--- src/rtl/data_mem_ctrl.sv ---
// Data-memory controller: turns memory-stage loads/stores into single-beat
// bus transactions, aligns store lanes, extends load data and guards each
// bus wait with a timeout so a dead slave can never hang the pipeline.
module data_mem_ctrl #(
  parameter int unsigned TIMEOUT_CYCLES = 255
) (
  input  logic        Clk,
  input  logic        Reset,
  input  logic        Mem_Read_M,
  input  logic        Mem_Write_M,
  input  logic [2:0]  Funct3_M,
  input  logic [31:0] Alu_Result_M,
  input  logic [31:0] WriteData_Mem,
  output logic        Bus_Req,
  output logic        Bus_We,
  output logic [31:0] Bus_Addr,
  output logic [31:0] Bus_WData,
  output logic [3:0]  Bus_BE,
  input  logic        Bus_Ack,
  input  logic [31:0] Bus_RData,
  output logic [31:0] ReadData_Memory,
  output logic        Mem_Stall,
  output logic        Misaligned,
  output logic        Bus_Timeout
);

  typedef enum logic [1:0] {IDLE = 2'd0, WAIT = 2'd1, DONE = 2'd2} state_t;

  // Count value at which the current no-ack WAIT cycle is the last one allowed.
  localparam logic [7:0] TO_LAST = 8'(TIMEOUT_CYCLES - 1);

  // Size code is Funct3[1:0]: 00 byte, 01 half, anything else a full word.
  function automatic logic calc_misaligned(input logic [1:0] sz, input logic [1:0] a);
    case (sz)
      2'b00:   return 1'b0;
      2'b01:   return a[0];
      default: return (a != 2'b00);
    endcase
  endfunction

  function automatic logic [3:0] calc_store_be(input logic [1:0] sz, input logic [1:0] a);
    case (sz)
      2'b00:   return 4'b0001 << a;
      2'b01:   return a[1] ? 4'b1100 : 4'b0011;
      default: return 4'b1111;
    endcase
  endfunction

  function automatic logic [31:0] calc_store_data(input logic [1:0] sz, input logic [31:0] d);
    case (sz)
      2'b00:   return {4{d[7:0]}};
      2'b01:   return {2{d[15:0]}};
      default: return d;
    endcase
  endfunction

  // Lane select by the saved low address bits, then sign/zero extend.
  function automatic logic [31:0] calc_load_data(input logic [2:0] f3, input logic [1:0] a,
                                                 input logic [31:0] rd);
    logic [7:0]  b;
    logic [15:0] h;
    case (a)
      2'b00:   b = rd[7:0];
      2'b01:   b = rd[15:8];
      2'b10:   b = rd[23:16];
      default: b = rd[31:24];
    endcase
    h = a[1] ? rd[31:16] : rd[15:0];
    case (f3)
      3'b000:  return {{24{b[7]}}, b};
      3'b100:  return {24'd0, b};
      3'b001:  return {{16{h[15]}}, h};
      3'b101:  return {16'd0, h};
      default: return rd;
    endcase
  endfunction

  state_t      r_state;
  state_t      w_state_nxt;
  logic [7:0]  r_wait_cnt;
  logic [2:0]  r_funct3;
  logic [1:0]  r_addr_lo;
  logic        r_is_load;
  logic        r_bus_req;
  logic        r_bus_we;
  logic [31:0] r_bus_addr;
  logic [31:0] r_bus_wdata;
  logic [3:0]  r_bus_be;
  logic [31:0] r_read_data;
  logic        r_bus_timeout;

  logic        w_access;
  logic        w_is_store;
  logic        w_addr_bad;
  logic        w_stall;
  logic        w_misaligned;
  logic        w_start;
  logic        w_ack_done;
  logic        w_timeout_hit;

  assign w_access   = Mem_Read_M | Mem_Write_M;
  assign w_is_store = Mem_Write_M;
  assign w_addr_bad = calc_misaligned(Funct3_M[1:0], Alu_Result_M[1:0]);

  // Next-state decode plus the combinational stall/misaligned flags.
  always_comb begin
    w_state_nxt   = r_state;
    w_stall       = 1'b0;
    w_misaligned  = 1'b0;
    w_start       = 1'b0;
    w_ack_done    = 1'b0;
    w_timeout_hit = 1'b0;
    if (Reset) begin
      w_state_nxt = IDLE;
    end else begin
      case (r_state)
        IDLE: begin
          if (w_access && w_addr_bad) begin
            w_misaligned = 1'b1;
          end else if (w_access) begin
            w_stall     = 1'b1;
            w_start     = 1'b1;
            w_state_nxt = WAIT;
          end else begin
            w_state_nxt = IDLE;
          end
        end
        WAIT: begin
          w_stall = 1'b1;
          if (Bus_Ack) begin
            w_ack_done  = 1'b1;
            w_state_nxt = DONE;
          end else if (r_wait_cnt == TO_LAST) begin
            w_timeout_hit = 1'b1;
            w_state_nxt   = DONE;
          end else begin
            w_state_nxt = WAIT;
          end
        end
        DONE:    w_state_nxt = IDLE;
        default: w_state_nxt = IDLE;
      endcase
    end
  end

  // State register.
  always_ff @(posedge Clk) begin
    if (Reset) begin
      r_state <= IDLE;
    end else begin
      r_state <= w_state_nxt;
    end
  end

  // Bus outputs, wait counter, access context and load result registers.
  always_ff @(posedge Clk) begin
    if (Reset) begin
      r_wait_cnt    <= 8'd0;
      r_funct3      <= 3'd0;
      r_addr_lo     <= 2'd0;
      r_is_load     <= 1'b0;
      r_bus_req     <= 1'b0;
      r_bus_we      <= 1'b0;
      r_bus_addr    <= 32'd0;
      r_bus_wdata   <= 32'd0;
      r_bus_be      <= 4'd0;
      r_read_data   <= 32'd0;
      r_bus_timeout <= 1'b0;
    end else begin
      r_bus_timeout <= w_timeout_hit;
      if (w_start) begin
        r_wait_cnt  <= 8'd0;
        r_funct3    <= Funct3_M;
        r_addr_lo   <= Alu_Result_M[1:0];
        r_is_load   <= ~w_is_store;
        r_bus_req   <= 1'b1;
        r_bus_we    <= w_is_store;
        r_bus_addr  <= {Alu_Result_M[31:2], 2'b00};
        r_bus_wdata <= calc_store_data(Funct3_M[1:0], WriteData_Mem);
        r_bus_be    <= w_is_store ? calc_store_be(Funct3_M[1:0], Alu_Result_M[1:0]) : 4'b1111;
      end else if (w_ack_done) begin
        r_bus_req <= 1'b0;
        r_bus_we  <= 1'b0;
        if (r_is_load) begin
          r_read_data <= calc_load_data(r_funct3, r_addr_lo, Bus_RData);
        end
      end else if (w_timeout_hit) begin
        r_bus_req <= 1'b0;
        r_bus_we  <= 1'b0;
        if (r_is_load) begin
          r_read_data <= 32'd0;
        end
      end else if (r_state == WAIT) begin
        r_wait_cnt <= r_wait_cnt + 8'd1;
      end
    end
  end

  assign Bus_Req         = r_bus_req;
  assign Bus_We          = r_bus_we;
  assign Bus_Addr        = r_bus_addr;
  assign Bus_WData       = r_bus_wdata;
  assign Bus_BE          = r_bus_be;
  assign ReadData_Memory = r_read_data;
  assign Bus_Timeout     = r_bus_timeout;
  assign Mem_Stall       = w_stall;
  assign Misaligned      = w_misaligned;

endmodule

--- config.mk ---
export PLATFORM = sky130hd
export DESIGN_NAME = data_mem_ctrl
export DESIGN_NICKNAME = d
export VERILOG_FILES = /design/src/rtl/data_mem_ctrl.sv
export SDC_FILE = /design/constraint.sdc
export NUM_CORES = 1
export LEC_CHECK = 0
export ABC_CLOCK_PERIOD_IN_PS = 4400
export CAP_MARGIN = 10
export CORE_MARGIN = 2
export CORE_UTILIZATION = 45
export DETAILED_ROUTE_END_ITERATION = 6
export PLACE_DENSITY = 0.84
export SYNTH_ARGS = -nofsm -noshare
export SYNTH_HDL_FRONTEND = slang
export SYNTH_SLANG_ARGS = --single-unit
--- constraint.sdc ---
create_clock -name Clk -period 4.4 [get_ports Clk]
set_input_delay 0.88 -clock Clk [delete_from_list [all_inputs] [get_ports Clk]]
set_output_delay 0.88 -clock Clk [all_outputs]
set_load 0.1 [all_outputs]
==> impl_metrics.tcl <==
set metrics [dict create \
    cts_made_buffers 17 \
    timing.max_slew.rel_slack_pct 23.7 \
    nets 810 \
    antenna_cells 0 \
    drt_first_pass_iters 5 \
    synth_edf_count 0 \
    number_of_global_route_vias_before_repair 4860 \
    fp.dieW_um 110 \
    synth.largest_area_cell "sky130_fd_sc_hd__dfxtp_1" \
    post_synthesis_adder_cell_area_fraction_pct 0.497 \
    synth-seq-area-share_pct 46.5 \
    dominant_combinational_cell_family_by_area_after_synthesis "compound AO/OA/AOI/OAI gates" \
    synth_compound_gate_area_share_pct 26.8 \
    powerDensity_nw_per_um2 424 \
    setup_violations 0 \
    outcome "completed" \
    wl_mm 16.1 \
    final_antenna_net_count 0 \
    critical_path_class "in2out" \
    timing_worst_slew_pin_value_ps 1120 \
    clock_pin_slew_worst_setup_and_hold_paths_ps 50 \
    timing.final.crit_share_pct 84.9 \
    post_synth_main_area_contributors "sky130_fd_sc_hd__dfxtp_1, sky130_fd_sc_hd__a22o_1, sky130_fd_sc_hd__mux2i_1" \
    die_height_um 110 \
    path_max_fanout 29 \
    synth_common_cells "sky130_fd_sc_hd__dfxtp_1, sky130_fd_sc_hd__a22o_1, sky130_fd_sc_hd__nand2_1" \
    timing_max_transition_violations_final 0 \
    synth_simple_gate_area_share_pct 11.1 \
    critPathRequiredTime_ps 3520 \
    largest_net_degree_at_the_start_of_global_routing 61 \
    dieArea_um2 12000 \
    wl_per_cell_um 18.9 \
    clock_power_share_pct 39.5 \
    syn_std_cell_area_um2 5030 \
    synthesis.area_per_instance_um2 9.81 \
    start_util_pct 46.2 \
    port_buffers 206 \
    timing.critical_path.cells "clkdlybuf4s50_1, and2_1, or4_4, o21ai_0, buf_12" \
    io-pin-count 209 \
    place_hpwl_mm 11.1 \
    routed-via-count 4871 \
    layout-drive-gt1-share_pct 8.96 \
    postCtsHoldBufs 0 \
    drt_drc 0 \
    clk_root_buffer_cell "sky130_fd_sc_hd__clkbuf_8" \
    maxCapViolations 0 \
    gp_routability_congestion 0.873 \
    track_usage_pct 26.8 \
    ys_types 58 \
    area_growth_syn_to_layout_pct 53.2 \
    worst_hold_path_type "reg2reg" \
    cts.htree.levels 4 \
    vdd_drop_max_v 0.000376 \
    postCtsResizedCells 0 \
    synth_xor_area_share_pct 0.174 \
    fin_setup_tns_ps 0 \
    sequential_power_share_pct 35.5 \
    critical_path_arrival_ps 2850 \
    overflow 0 \
    synthesis.instances 513 \
    grt_pass1_wl_mm 24.7 \
    combPwrFrac_pct 24.9 \
    final_hold_fails 0 \
    hold_worst_slack_ps 457 \
    timing.clock.skew_ps 7.89 \
    cts.sinks 117 \
    vias_per_cell 5.70 \
    finalWorstPathRequiredPeriod_ps 3730 \
    clock_latency_of_the_later_clocked_register_in_the_worst_skew_pair_ps 530 \
    post-cts-setup-buffer-count 0 \
    critical_path.slowest_cell "sky130_fd_sc_hd__or4_4" \
    muxShareOfSynthArea_pct 8.58 \
    postSynthRegisterBits 117 \
    cp-end-kind "output pin" \
    p_switching_mw 1.06 \
    drtIter0Drc 346 \
    grt_antenna_before_repair 0 \
    synth_ff_type "sky130_fd_sc_hd__dfxtp_1" \
    synth.yosys.warnings 0 \
    clock_tree.buffer_depth 2 \
    timing.fmax_ghz 0.268 \
    max_stage_delay_ps 760 \
    row_count 38 \
    cp-start-kind "input pin" \
    static-leakage-power_nw 2.90 \
    swShare_pct 32.4 \
    synth_top_cell_area_share_pct 46.5 \
    core_area_um2 10900 \
    rsz0062_at_grt "false" \
    power.internal_mw 2.21 \
    yosysMostFrequentCell "sky130_fd_sc_hd__dfxtp_1" \
    clock_tree_from_tritoncts "done" \
    postSynth.asyncResetShare_pct 0 \
]
-- power groups by stage --
stage | registers (mW) | clock network, mW | logic, mW
finish | 1.16 | 1.29 | 0.815
global route | 1.17 | 1.36 | 0.847
CTS | 1.16 | 1.31 | 0.814
detailed placement | 1.18 | 0 | 0.810
global placement | 1.18 | 0 | 0.799
floorplan | 1.51 | 0 | 0.218
-- per-layer routing --
layer,vias up,part of all wire [%],track usage (%)
li1,2286,-,-
met1,2285,39,32.2
met2,274,48,43.3
met3,26,11,9.43
met4,0,1.6,11.7
met5,-,0,0
-- layout make-up --
| type | count | area (um^2) |
|---|---|---|
| Tap cell | 140 | 175 |
| Clock buffer | 24 | 470 |
| Clock inverter | 5 | 75.1 |
| Sequential cell | 117 | 2340 |
| Multi-Input combinational cell | 327 | 2400 |
| Timing Repair Buffer | 214 | 2140 |
| Inverter | 27 | 101 |
| Fill cell | 789 | 3180 |
-- layout by cell type (no fill, tap or decap), types with 13 or more instances in the layout --
cell type                         Yosys  layout
sky130_fd_sc_hd__nor2_1              13      13
sky130_fd_sc_hd__inv_1               27      27
sky130_fd_sc_hd__mux2i_1             24      24
sky130_fd_sc_hd__dfxtp_1            117     117
sky130_fd_sc_hd__o21ai_0             29      29
sky130_fd_sc_hd__nand2b_1            21      21
sky130_fd_sc_hd__nand2_1             50      50
sky130_fd_sc_hd__clkdlybuf4s50_1      0     204
sky130_fd_sc_hd__clkbuf_16            0      16
sky130_fd_sc_hd__a22o_1              64      64
sky130_fd_sc_hd__a21oi_1             25      25
-- state kept, by name (all words and copies together), names as in the netlist --
| signal | count |
|---|---|
| Bus_WData | 32 |
| ReadData_Memory | 32 |
| Bus_Addr | 30 |
| r_wait_cnt | 8 |
| Bus_BE | 4 |
| r_funct3 | 3 |
| r_addr_lo | 2 |
| r_state | 2 |
| Bus_Req | 1 |
| Bus_Timeout | 1 |
| Bus_We | 1 |
| r_is_load | 1 |
-- critical path: cells and delay by family --
family                 cells  cell delay [ps]
AND/OR/NAND/NOR            2             1020
AO/OA/AOI/OAI              1              240
buffers and inverters      2              710
-- worst paths after layout --
kind / from / end / slack, ps / cells past startpoint
max: Alu_Result_M[1] / Mem_Stall / 670 / 5
min reg2reg: Bus_WData[15] / Bus_WData[15] / 460 / 2
min: Bus_WData[15] / Bus_WData[15] / 460 / 2
max reg2reg: r_state[0] / ReadData_Memory[9] / 1960 / 4
-- cells by family (layout without fill, tap and decap cells) --
family / after synthesis / count (layout)
compound gates: 178 / 178
flops: 117 / 117
simple gates: 111 / 111
buf+inv: 70 / 270
mux: 33 / 33
fa+ha+maj: 2 / 2
other cells: 1 / 2
xor+xnor: 1 / 1
-- stage by stage --
step                      utilization (%)  power [mW]  setup slack [ps]  std cells  instance area, um^2
after floorplan                         -        1.73               336        514                 5040
after global placement               65.8        1.98               700        825                 7160
after detailed placement             65.8        1.99               667        825                 7160
after CTS                            70.8        3.28               666        854                 7710
after global routing                 70.8        3.37               606        854                 7710
final                                70.8        3.27               665        854                 7710
No activity file was read; power rests on OpenSTA's default activity.
